[config.mk]
export PLATFORM = sky130hd
export DESIGN_NAME = stoplight_guard
export DESIGN_NICKNAME = d
export VERILOG_FILES = /design/src/rtl/stoplight_guard.sv
export SDC_FILE = /design/constraint.sdc
export NUM_CORES = 1
export LEC_CHECK = 0
export CAP_MARGIN = 0
export CORE_UTILIZATION = 55
export DETAILED_ROUTE_END_ITERATION = 8
export DONT_BUFFER_PORTS = 1
export PLACE_DENSITY_LB_ADDON = 0.3
export SETUP_SLACK_MARGIN = 0.1
export SLEW_MARGIN = 5
export SYNTH_ARGS = -nofsm -noshare
export SYNTH_HDL_FRONTEND = slang
export SYNTH_SLANG_ARGS = --single-unit
[constraint.sdc]
create_clock -name clk -period 3.6 [get_ports clk]
set_input_delay 0.72 -clock clk [delete_from_list [all_inputs] [get_ports clk]]
set_output_delay 0.72 -clock clk [all_outputs]
set_load 0.01 [all_outputs]
[src/rtl/stoplight_guard.sv]
// Lamp driver and safety monitor behind the stoplight sequencer.
// Passes lights through with one cycle of latency and flashes both reds on any fault.
module stoplight_guard #(
    parameter int STARTUP    = 4,
    parameter int MAX_HOLD   = 32,
    parameter int FLASH_HALF = 2
) (
    input  logic       clk,
    input  logic       reset_n,
    input  logic       ns_red_in,
    input  logic       ns_yellow_in,
    input  logic       ns_green_in,
    input  logic       ew_red_in,
    input  logic       ew_yellow_in,
    input  logic       ew_green_in,
    input  logic       clear_fault,
    output logic       ns_red,
    output logic       ns_yellow,
    output logic       ns_green,
    output logic       ew_red,
    output logic       ew_yellow,
    output logic       ew_green,
    output logic       fault,
    output logic [1:0] fault_code
);

    localparam int SW = $clog2(STARTUP + 1);
    localparam int HW = $clog2(MAX_HOLD + 1);
    localparam int FW = $clog2(FLASH_HALF + 1);

    localparam logic [2:0] RED = 3'b100;
    localparam logic [2:0] YEL = 3'b010;
    localparam logic [2:0] GRN = 3'b001;

    localparam logic [1:0] C_NONE = 2'd0;
    localparam logic [1:0] C_CONF = 2'd1;
    localparam logic [1:0] C_SEQ  = 2'd2;
    localparam logic [1:0] C_WD   = 2'd3;

    typedef enum logic [1:0] {
        S_INIT,
        S_PASS,
        S_FLASH
    } state_t;

    state_t          state, state_nxt;
    logic [SW-1:0]   start_cnt, start_nxt;
    logic [HW-1:0]   hold_cnt, hold_nxt;
    logic [FW-1:0]   flash_cnt, flash_nxt;
    logic            first_q, first_nxt;
    logic [2:0]      prev_ns, prev_ns_nxt;
    logic [2:0]      prev_ew, prev_ew_nxt;
    logic [2:0]      ns_q, ns_nxt;
    logic [2:0]      ew_q, ew_nxt;
    logic            fault_q, fault_nxt;
    logic [1:0]      code_q, code_nxt;

    logic [2:0]      ns_c, ew_c;
    logic            conflict, seq_bad, wd_bad, changed;
    logic            start_done, flash_done;
    logic [HW-1:0]   hold_inc;
    logic [1:0]      cause;

    function automatic logic step_ok(input logic [2:0] p,
                                     input logic [2:0] c);
        return (c == p) ||
               (p == RED && c == GRN) ||
               (p == GRN && c == YEL) ||
               (p == YEL && c == RED);
    endfunction

    assign ns_c = {ns_red_in, ns_yellow_in, ns_green_in};
    assign ew_c = {ew_red_in, ew_yellow_in, ew_green_in};

    assign conflict = !$onehot(ns_c) || !$onehot(ew_c) ||
                      (!ns_c[2] && !ew_c[2]);
    assign seq_bad  = !first_q &&
                      (!step_ok(prev_ns, ns_c) || !step_ok(prev_ew, ew_c));
    assign changed  = (ns_c != prev_ns) || (ew_c != prev_ew);
    assign hold_inc = hold_cnt + HW'(1);
    // The first sample after INIT has no history, so it can't stall either.
    assign wd_bad   = !first_q && !changed && (hold_inc == HW'(MAX_HOLD));

    always_comb begin
        cause = C_NONE;
        if (conflict)
            cause = C_CONF;
        else if (seq_bad)
            cause = C_SEQ;
        else if (wd_bad)
            cause = C_WD;
    end

    assign start_done = (start_cnt == SW'(STARTUP - 1));
    assign flash_done = (flash_cnt == FW'(FLASH_HALF - 1));

    always_ff @(posedge clk or negedge reset_n) begin
        if (!reset_n) begin
            state     <= S_INIT;
            start_cnt <= '0;
            hold_cnt  <= '0;
            flash_cnt <= '0;
            first_q   <= 1'b0;
            prev_ns   <= RED;
            prev_ew   <= RED;
            ns_q      <= RED;
            ew_q      <= RED;
            fault_q   <= 1'b0;
            code_q    <= C_NONE;
        end else begin
            state     <= state_nxt;
            start_cnt <= start_nxt;
            hold_cnt  <= hold_nxt;
            flash_cnt <= flash_nxt;
            first_q   <= first_nxt;
            prev_ns   <= prev_ns_nxt;
            prev_ew   <= prev_ew_nxt;
            ns_q      <= ns_nxt;
            ew_q      <= ew_nxt;
            fault_q   <= fault_nxt;
            code_q    <= code_nxt;
        end
    end

    always_comb begin
        state_nxt = state;
        unique case (state)
            S_INIT:  if (start_done) state_nxt = S_PASS;
            S_PASS:  if (cause != C_NONE) state_nxt = S_FLASH;
            S_FLASH: if (clear_fault) state_nxt = S_INIT;
            default: state_nxt = S_INIT;
        endcase
    end

    always_comb begin
        start_nxt   = start_cnt;
        hold_nxt    = hold_cnt;
        flash_nxt   = flash_cnt;
        first_nxt   = first_q;
        prev_ns_nxt = prev_ns;
        prev_ew_nxt = prev_ew;
        ns_nxt      = ns_q;
        ew_nxt      = ew_q;
        fault_nxt   = fault_q;
        code_nxt    = code_q;
        unique case (state)
            S_INIT: begin
                ns_nxt    = RED;
                ew_nxt    = RED;
                start_nxt = start_cnt + SW'(1);
                if (start_done) begin
                    start_nxt = '0;
                    hold_nxt  = '0;
                    first_nxt = 1'b1;
                end
            end
            S_PASS: begin
                if (cause != C_NONE) begin
                    ns_nxt    = RED;
                    ew_nxt    = RED;
                    fault_nxt = 1'b1;
                    code_nxt  = cause;
                    flash_nxt = '0;
                end else begin
                    ns_nxt      = ns_c;
                    ew_nxt      = ew_c;
                    prev_ns_nxt = ns_c;
                    prev_ew_nxt = ew_c;
                    first_nxt   = 1'b0;
                    hold_nxt    = (first_q || changed) ? '0 : hold_inc;
                end
            end
            S_FLASH: begin
                if (clear_fault) begin
                    ns_nxt    = RED;
                    ew_nxt    = RED;
                    fault_nxt = 1'b0;
                    code_nxt  = C_NONE;
                    start_nxt = '0;
                    hold_nxt  = '0;
                    flash_nxt = '0;
                end else if (flash_done) begin
                    // Both reds share one phase; ns_q[2] is the master copy.
                    flash_nxt = '0;
                    ns_nxt    = {~ns_q[2], 2'b00};
                    ew_nxt    = {~ns_q[2], 2'b00};
                end else begin
                    flash_nxt = flash_cnt + FW'(1);
                    ns_nxt    = {ns_q[2], 2'b00};
                    ew_nxt    = {ns_q[2], 2'b00};
                end
            end
            default: ;
        endcase
    end

    assign {ns_red, ns_yellow, ns_green} = ns_q;
    assign {ew_red, ew_yellow, ew_green} = ew_q;
    assign fault      = fault_q;
    assign fault_code = code_q;

endmodule

# [Word level (Yosys, flattened, before mapping)]
# Cells that the tools add are included.
[totals] regBits=29 input_bits=9 word_cells=122
[op_classes] addsub=7 n_eq_ne=27 n_mux=33 n_bitwise=2 n_reduce_logical=42
[ops] cell="2-to-1 mux 6 bit" n=4
[ops] cell="2-to-1 mux 2 bit" n=10
[ops] cell="2-to-1 mux 3 bit" n=6
[ops] cell="case mux 3 bit (3 select lines)" n=2
[ops] cell="case mux 6 bit (3 select lines)" n=1
[ops] cell="== test 3 x 2 -> 1 bit (second input constant)" n=5
[ops] cell="== test 3 x 1 -> 1 bit (second input constant)" n=4
[ops] cell="== test 3 bit (second input constant)" n=4
[ops] cell="logical OR 1 bit" n=11
[ops] cell="logical AND 1 bit" n=10
[ops] cell="AND reduction 3 bit" n=3
[ops] cell="== test 2 x 1 -> 1 bit (second input constant)" n=4
[ops] cell="logical NOT 1 bit" n=8
[ops] cell="inequality test 2 bit (second input constant)" n=4
[ops] cell="case mux 2 bit (2 select lines)" n=2
[ops] cell="nonzero test 2 bit" n=4
[ops] cell="adder 6 x 1 -> 6 bit (second input constant)" n=1
[ops] cell="== test 3 bit" n=2
[ops] cell="== test 6 bit (second input constant)" n=1
[ops] cell="inequality test 3 bit" n=2
[ops] cell="case mux 2 bit (3 select lines)" n=1
[ops] cell="case mux 3 bit (2 select lines)" n=1
[ops] cell="AND reduction 2 bit" n=3
[ops] cell="adder 1 x 1 -> 2 bit" n=2
[ops] cell="other kinds (10)" n=16

# [Longest topological paths before layout]
# Gate-level depths: netlist (run 1).
[logic_depth] depth_word=13 mapped_depth=10 mapped_depth_nobuf=8

# [Worst setup path before layout (run 1)]
# OpenSTA, ideal clock, no wires.
[synth_timing] kind="in2reg" start="in ew_red_in" end="reg flash_cnt[0]" setup_time_ns=0.121 arrival_ns=2.634 required_ns=3.479 setup_slack_ns=0.845 cell_stages=10 cell_sequence="buf_2 inv_1 fa_1 nor2_1 o2111a_1 nand2_1 a21o_4 or2_4 buf_4 a22o_1"
[synth_between] elab_chain_len=13 elab_cells_between_ends=31 cone_classes="add/sub (1); eq/ne (7); mux (3); reduce/logical (20)"
[synth_lines] item="from (decl)" line_no="13" source="input logic ew_red_in,"
[synth_lines] item="== test 3 x 1 -> 1 bit" line_no="67" source="(p == RED && c == GRN) ||"
[synth_lines] item="logical AND 1 bit" line_no="67"
[synth_lines] item="logical OR 1 bit" line_no="66" source="return (c == p) ||"
[synth_lines] item="logical OR 1 bit" line_no="67"
[synth_lines] item="logical OR 1 bit" line_no="68" source="(p == GRN && c == YEL) ||"
[synth_lines] item="logical NOT 1 bit" line_no="78" source="(!step_ok(prev_ns, ns_c) || !step_ok(prev_ew, ew_c));"
[synth_lines] item="logical OR 1 bit" line_no="78"
[synth_lines] item="logical AND 1 bit" line_no="77" source="assign seq_bad = !first_q &&"
[synth_lines] item="2-to-1 mux 2 bit" line_no="88" source="else if (seq_bad)"
[synth_lines] item="2-to-1 mux 2 bit (*)" line_no="86" source="if (conflict)"
[synth_lines] item="nonzero test 2 bit (*)" line_no="158" source="if (cause != C_NONE) begin"
[synth_lines] item="inequality test 2 bit (no line) (*)"
[synth_lines] item="AND reduction 2 bit (no line) (*)"
[synth_lines] item="to (signal assigned)" line_no="114" source="flash_cnt <= flash_nxt;"
[synth_lines] item="to (decl)" line_no="49" source="logic [FW-1:0] flash_cnt, flash_nxt;"
# Mark *: on every way between the ends. The rest lies on a longest branch, timed or not.
# A chain may end at the register's enable or synchronous reset.

# [Worst setup path after layout (run 1)]
[layout_timing] start="reg state[0]" end="reg hold_cnt[2]"
[layout_between] elab_chain_len=3 elab_cells_between_ends=9 cone_classes="eq/ne (5); mux (1); reduce/logical (3)"
[layout_lines] item="from (decl)" line_no="46" source="state_t state, state_nxt;"
[layout_lines] item="from (signal assigned)" line_no="111" source="state <= state_nxt;"
[layout_lines] item="== test 2 x 1 -> 1 bit (tied with other cells)" line_no="146" source="unique case (state)"
[layout_lines] item="inequality test 2 bit (no line) / nonzero test 3 bit (equally long branches)"
[layout_lines] item="AND reduction 4 bit (no line)"
[layout_lines] item="to (signal assigned)" line_no="113" source="hold_cnt <= hold_nxt;"
[layout_lines] item="to (decl)" line_no="48" source="logic [HW-1:0] hold_cnt, hold_nxt;"
# Several ways; a longest one is shown, not always the timed one.

==> metrics.md, run 1 <==
| Metric | Value |
|---|---|
| Startpoint types | flip-flop |
| Synth area leader | dfrtp_1 |
| Core box area | 0.00334 mm^2 |
| YS warnings | 0 |
| Crit path time final | 2480 ps |
| Register bit count reported by yosys | 29 |
| Largest net degree at the start of global routing | 30 |
| Overall Power | 1.28 mW |
| Die Width | 61.2 um |
| Pwr per Cell Area | 636 mW/mm^2 |
| Max Cap Viol | 0 |
| Number of buffers on the longest clock path | 2 |
| Storage cell area | 731 um^2 |
| 1st-pass router iterations | 4 |
| Routing usage on met3 | 10.7% |
| Relative slew slack | 71.4% |
| Final setup vio count | 0 |
| Top post-synthesis cells by area | dfrtp_1, dfstp_2, ha_1 |
| Post-Synthesis Cell Area | 0.00193 mm^2 |
| Max VDD drop | 0.000431 V |
| Post-DRT Antenna Nets | 0 |
| Commonest non-fill, non-tap cell in the layout | dfrtp_1 |
| GRT Total Usage | 26.4% |
| Synth Net Count | 220 |
| Clock Power Share | 16.5% |
| Mean Syn Cell Area | 9.53 um^2 |
| Clock Tree Root | clkbuf_4 |
| Tightest Hold Check Type | in2async |
| Run status | finished, final reports clean |
| Die area | 0.00374 mm^2 |
| DR vias | 1523 |
| Final hold vios | 0 |
| Fmax | 404 MHz |
| Clk slew on worst S/H paths | 100 ps |
| Inserted Clock Buffers | 5 |
| Synth cell types | 57 |
| # hold bufs at CTS | 0 |
| Share of the yosys chip area belonging to registers | 37.9% |
| Multi-input logic area | 0.00111 mm^2 |
| Final Instance Area | 0.00201 mm^2 |
| RSZ-0062 raised after global routing | false |
| Starting DRT DRC Count | 102 |
| Vias in the first global route | 1501 |
| Lkg Pwr | 0.814 nW |
| Clock latency on the worst-skew pair | 350 ps |
| Critical Path End Type | flip-flop |
| Post-synth ARST share | 100% |
| Port bufs | 0 |
| Synth top area share | 32.5% |
| Via density | 6.12 |
| Max-slew violation count | 0 |
| Top FF cell, synth | dfrtp_1 |
| Busiest grt layer | met2 |
| Filler cell count | 295 |
| Worst slew pin tran | 428 ps |
| Grt ovf | 0 |
| Comb power frac | 42.6% |
| Initial Util | 57.7% |
| Setup Skew | 13.2 ps |
| Dpl hpwl | 3170 um |
| H-tree lvl count | 2 |
| Layout Area Growth over Synthesis | 4.42% |
| Setup TNS | 0 ps |
| Post-synth EDFFs | 0 |
| Max FO, Critical Path | 11 |
| Internal Power | 756 uW |
| M1 GR Usage | 32.8% |
| Critical path arrival | 2740 ps |
| Post-CTS Repair Setup Buffers | 0 |
| Net switching power of the design | 523 uW |
| Final Cycle Share | 68.8% |
| Post-route DRC | 0 |
| Routed WL | 4230 um |
| Met2 Track Usage GR | 42.4% |
| DR WL/cell | 17.0 um |
| CTS tree | yes |
| Critical path class | reg2reg |
| CTS resizes | 0 |
| Most frequent cells in the layout | dfrtp_1, nand2_1, inv_1 |
| Critical Path RT | 3870 ps |
| Seq pwr share | 40.9% |
| Cell count after synthesis | 202 |
| Placer congestion estimate | 0.901 |
| Chip Height | 61.2 um |
| Num rows | 21 |
| Nets | 220 |
| ANT cells | 0 |
| Switching share of power | 40.9% |
| First-pass GRT wire length | 6900 um |
| Io pins | 18 |
| Sink Count | 29 |
| Initial antenna violation count | 0 |
| Placed Instance Area | 0.00195 mm^2 |
| Layout cells sized above 1 | 13.8% |
==> power by group through the flow <==
stage          sequential [mW]  combinational, mW  clock [mW]
6_report                 0.523              0.545       0.211
5_1_grt                  0.534              0.604       0.233
4_1_cts                  0.521              0.542       0.215
3_5_place_dp             0.527              0.538           0
3_3_place_gp             0.522              0.530           0
2_1_floorplan            0.502              0.436           0
==> worst paths after layout <==
| kind | cells after the start | slack [ps] | end | startpoint |
|---|---|---|---|---|
| max | 7 | 1120 | hold_cnt[2]$_DFFE_PN0P_ | state[0]$_DFFE_PN0P_ |
| min | 0 | 50 | first_q$_DFFE_PN0P_ | reset_n |
| max reg2reg | 7 | 1120 | hold_cnt[2]$_DFFE_PN0P_ | state[0]$_DFFE_PN0P_ |
| min reg2reg | 1 | 500 | flash_cnt[1]$_DFFE_PN0P_ | flash_cnt[1]$_DFFE_PN0P_ |
| max in group asynchronous | 0 | 3360 | ew_q[2]$_DFFE_PN1P_ | reset_n |
| min in group clk | 2 | 500 | prev_ns[2]$_DFFE_PN1P_ | ns_red_in |
==> cell type report <==
| class | instances | area share, % |
|---|---|---|
| multi-input cells | 151 | 55.1 |
| flip-flops and latches | 29 | 36.3 |
| clock buffers | 8 | 2.92 |
| well taps | 46 | 2.86 |
| inverters | 15 | 2.80 |
==> state kept, by name (all words and copies together), names as in the netlist <==
signal / flops
ew_q: 3
fault_code: 2
flash_cnt: 2
fault: 1
first_q: 1
ns_q: 3
prev_ew: 3
start_cnt: 3
prev_ns: 3
state: 2
hold_cnt: 6
==> worst max-delay path, cell delays in order (launching register included) <==
cell and delay [ps]:
dfrtp_1 430, inv_1 90, ha_1 340, nor2b_1 250
a211oi_2 420, nand2_1 190, or4_4 520, o21ai_1 160
==> per-layer routing <==
layer	wire length (um)	vias to the layer above
li1	-	732
met1	1900	743
met2	1980	42
met3	287	6
met4	57	0
met5	0	-
==> cells in the mapped netlist (all sizes together), types with 2 or more instances <==
| library cell | instances |
|---|---|
| a21oi | 4 |
| mux2 | 3 |
| nand2 | 19 |
| a41oi | 2 |
| nand2b | 6 |
| a211o | 2 |
| nor2 | 10 |
| o22ai | 2 |
| or3 | 2 |
| a21o | 3 |
| clkbuf | 5 |
| a22o | 2 |
| o311ai | 3 |
| ha | 7 |
| and2 | 4 |
| nand3 | 8 |
| xnor2 | 7 |
| and4bb | 2 |
| a31oi | 5 |
| dfrtp | 25 |
| o211ai | 2 |
| fa | 2 |
| o21ai | 23 |
| inv | 15 |
| nor2b | 2 |
| o31ai | 2 |
| nand3b | 4 |
| dfstp | 4 |
| mux2i | 5 |
| buf | 2 |
| a211oi | 4 |
==> kinds of logic after synthesis <==
group,Yosys count,synth area share [%]
AOI/OAI and AO/OA,64,24.6
and+or+nand+nor,63,18.8
DFF,29,37.9
buffers and inverters,22,4.55
adders and majority gates,9,6.63
muxes,8,4.35
xor gates and xnor gates,7,3.18
==> stage by stage <==
| step | hold WS (ps) | util, % | instances | setup slack (ps) |
|---|---|---|---|---|
| after detailed placement | 425 | 58.5 | 241 | 903 |
| after CTS | 51.6 | 60.3 | 249 | 1140 |
| after global routing | 27.5 | 60.3 | 249 | 1010 |
| after floorplan | 424 | - | 202 | 845 |
| final | 52.1 | 60.3 | 249 | 1120 |
| after global placement | 425 | 58.5 | 241 | 942 |
No activity file was read; power rests on OpenSTA's default activity.
==> inputs of run 2 (changes only) <==
==> constraint.sdc (replaced) <==
create_clock -name clk -period 2.39 [get_ports clk]
set_input_delay 0.478 -clock clk [delete_from_list [all_inputs] [get_ports clk]]
set_output_delay 0.478 -clock clk [all_outputs]
set_load 0.01 [all_outputs]
==> run 2 against run 1 <==
Compared with the run above:
- sequential share of layout area is 2.5 points lower
- via count is 6.8% higher
- count of clock-buffer cells in the layout is 3 lower
- worst setup slack worse by 910 ps
- sequential power is 51% higher
- non-clock buffer count is 11 higher
- largest cell class unchanged
==> metrics.md, run 2 (same netlist as run 1, synthesis figures left out) <==
| Metric | Value |
|---|---|
| Via density | 6.26 (was 6.12) |
| Max reg flops | 6 (unchanged) |
| Startpoint types | flip-flop (unchanged) |
| Internal Power | 1.36 mW (was 756 uW) |
| Post-CTS Repair Setup Buffers | 0 (unchanged) |
| FF-to-FF path depth | 6 (was 7) |
| Grt ovf | 0 (unchanged) |
| Largest Register | hold_cnt (unchanged) |
| Nets | 231 (was 220) |
| Port bufs | 0 (unchanged) |
| CTS tree | yes (unchanged) |
| Chip Height | 61.2 um (unchanged) |
| Die Width | 61.2 um (unchanged) |
| Reg2reg end | hold_cnt[0]$_DFFE_PN0P_ (was hold_cnt[2]$_DFFE_PN0P_) |
| First-pass GRT wire length | 6940 um (was 6900 um) |
| Pwr per Cell Area | 1020 mW/mm^2 (was 636 mW/mm^2) |
| Critical Path RT | 2640 ps (was 3870 ps) |
| Internal reg-to-reg setup slack | 220 ps (was 1120 ps) |
| Critical path arrival | 2420 ps (was 2740 ps) |
| Commonest non-fill, non-tap cell in the layout | dfrtp_1 (unchanged) |
| Layout Area Growth over Synthesis | 12.2% (was 4.42%) |
| Crit path time final | 2170 ps (was 2480 ps) |
| R2r startpoint | prev_ew[2]$_DFFE_PN1P_ (was state[0]$_DFFE_PN0P_) |
| WP depth | 6 (was 7) |
| Largest net degree at the start of global routing | 30 (unchanged) |
| Fmax | 460 MHz (was 404 MHz) |
| RSZ-0062 raised after global routing | false (unchanged) |
| CP endpoint | hold_cnt[0]$_DFFE_PN0P_ (was hold_cnt[2]$_DFFE_PN0P_) |
| Core box area | 0.00334 mm^2 (unchanged) |
| Run status | finished, final reports clean (unchanged) |
| Top delay family on crit path | simple AND/OR/NAND/NOR gates (unchanged) |
| Slowest cell on crit path | or4_4 (unchanged) |
| Post-route DRC | 0 (unchanged) |
| Critical path class | reg2reg (unchanged) |
| Final setup vio count | 0 (unchanged) |
| Critical Path End Type | flip-flop (unchanged) |
| Post-DRT Antenna Nets | 0 (unchanged) |
| Final Cycle Share | 91.0% (was 68.8%) |
| Net switching power of the design | 834 uW (was 523 uW) |
| ANT cells | 0 (unchanged) |
| Relative slew slack | 71.6% (was 71.4%) |
| Clock latency on the worst-skew pair | 340 ps (was 350 ps) |
| GRT Total Usage | 26.5% (was 26.4%) |
| Comb power frac | 41.1% (was 42.6%) |
| Initial antenna violation count | 0 (unchanged) |
| Switching share of power | 37.9% (was 40.9%) |
| 1st-pass router iterations | 4 (unchanged) |
| Inserted Clock Buffers | 5 (unchanged) |
| Io pins | 18 (unchanged) |
| Max-slew violation count | 0 (unchanged) |
| Tightest Hold Check Type | in2reg (was in2async) |
| CP max stage delay | 610 ps (was 520 ps) |
| Dpl hpwl | 3370 um (was 3170 um) |
| Worst-path cell chain | xnor2_1 -> nand3_1 -> o311ai_2 -> nand2_2 -> or4_4 -> mux2i_1 (was inv_1 -> ha_1 -> nor2b_1 -> a211oi_2 -> nand2_1 -> or4_4 -> o21ai_1) |
| DR WL/cell | 17.4 um (was 17.0 um) |
| Placer congestion estimate | 0.840 (was 0.901) |
| H-tree lvl count | 2 (unchanged) |
| Worst Setup SP | prev_ew[2]$_DFFE_PN1P_ (was state[0]$_DFFE_PN0P_) |
| Max FO, Critical Path | 14 (was 11) |
| Max Cap Viol | 0 (unchanged) |
| Setup Skew | 18.0 ps (was 13.2 ps) |
| Max VDD drop | 0.000674 V (was 0.000431 V) |
| Vias in the first global route | 1599 (was 1501) |
| Overall Power | 2.20 mW (was 1.28 mW) |
| Die area | 0.00374 mm^2 (unchanged) |
| Clock Power Share | 23.1% (was 16.5%) |
| Worst slew pin tran | 422 ps (was 428 ps) |
| Most frequent cells in the layout | dfrtp_1, nand2_1, inv_1 (unchanged) |
| WP buf/inv | 0 (was 1) |
| Num rows | 21 (unchanged) |
| Layout cells sized above 1 | 19.6% (was 13.8%) |
| Final hold vios | 0 (unchanged) |
| Initial Util | 57.7% (unchanged) |
| Starting DRT DRC Count | 142 (was 102) |
| Clk slew on worst S/H paths | 100 ps (about the same) |
| Number of buffers on the longest clock path | 2 (unchanged) |
| Routed WL | 4520 um (was 4230 um) |
| Clock Tree Root | clkbuf_4 (unchanged) |
| Sink Count | 29 (unchanged) |
| Hold Path Stages | 2 |
| Seq pwr share | 35.8% (was 40.9%) |
| Lkg Pwr | 0.896 nW (was 0.814 nW) |
| Final Util | 64.8% (was 60.3%) |
| DR vias | 1627 (was 1523) |
==> run 2: cell types whose count changed in the layout (fill, tap and decap cells not counted), sizes merged <==
cell | before | now
buf | 0 | 10
bufinv | 0 | 2
clkinv | 0 | 1
dlygate4sd3 | 0 | 1
clkbuf | 8 | 5
==> run 2: cell type report <==
class | instances | area (um^2)
Clock buffer | 5 | 37.5
Tap cell | 46 | 57.6
Timing Repair Buffer | 11 | 97.6
Fill cell | 279 | 1180
Sequential cell | 29 | 731
Inverter | 15 | 58.8
Multi-Input combinational cell | 151 | 1110
Clock inverter | 3 | 65.1
==> run 2: worst min-delay path by stage <==
stage | from | endpoint
after floorplan | reset_n | ew_q[0]$_DFFE_PN0P_
after global placement | reset_n | prev_ew[1]$_DFFE_PN0P_
after detailed placement | reset_n | prev_ew[0]$_DFFE_PN0P_
after CTS | ew_red_in | prev_ew[2]$_DFFE_PN1P_
after global routing | ew_red_in | prev_ew[2]$_DFFE_PN1P_
final | ew_red_in | prev_ew[2]$_DFFE_PN1P_
==> run 2: per-stage QoR <==
step / instance area (um^2) / hold slack [ps] / TNS (ps) / instances / setup slack [ps]
floorplan: 1950 / 182 / -14.4 / 202 / -14.4
detailed placement: 2030 / 183 / 0 / 250 / 3.74
global route: 2160 / 219 / 0 / 260 / 101
CTS: 2160 / 215 / 0 / 260 / 225
global placement: 2030 / 183 / 0 / 250 / 48.2
finish: 2160 / 229 / 0 / 260 / 216
==> run 2: timing repair <==
item                                   CTS  global route
hold buffers                             2             0
endpoints found under the hold margin   29             0
resized for setup                        0             0
==> run 2: routing by layer <==
metal	up-vias	global-route usage, %	share of wire [%]
li1	761	-	-
met1	798	30.2	41
met2	59	46.1	51
met3	9	8.19	5.9
met4	0	10.7	1.5
met5	-	0	0
==> run 2: power by group through the flow <==
| stage | clock [mW] | combinational, mW | sequential (mW) |
|---|---|---|---|
| finish | 0.508 | 0.904 | 0.788 |
| global route | 0.544 | 0.981 | 0.803 |
| CTS | 0.520 | 0.900 | 0.783 |
| global placement | 0 | 0.840 | 0.779 |
| floorplan | 0 | 0.667 | 0.756 |
| detailed placement | 0 | 0.875 | 0.792 |
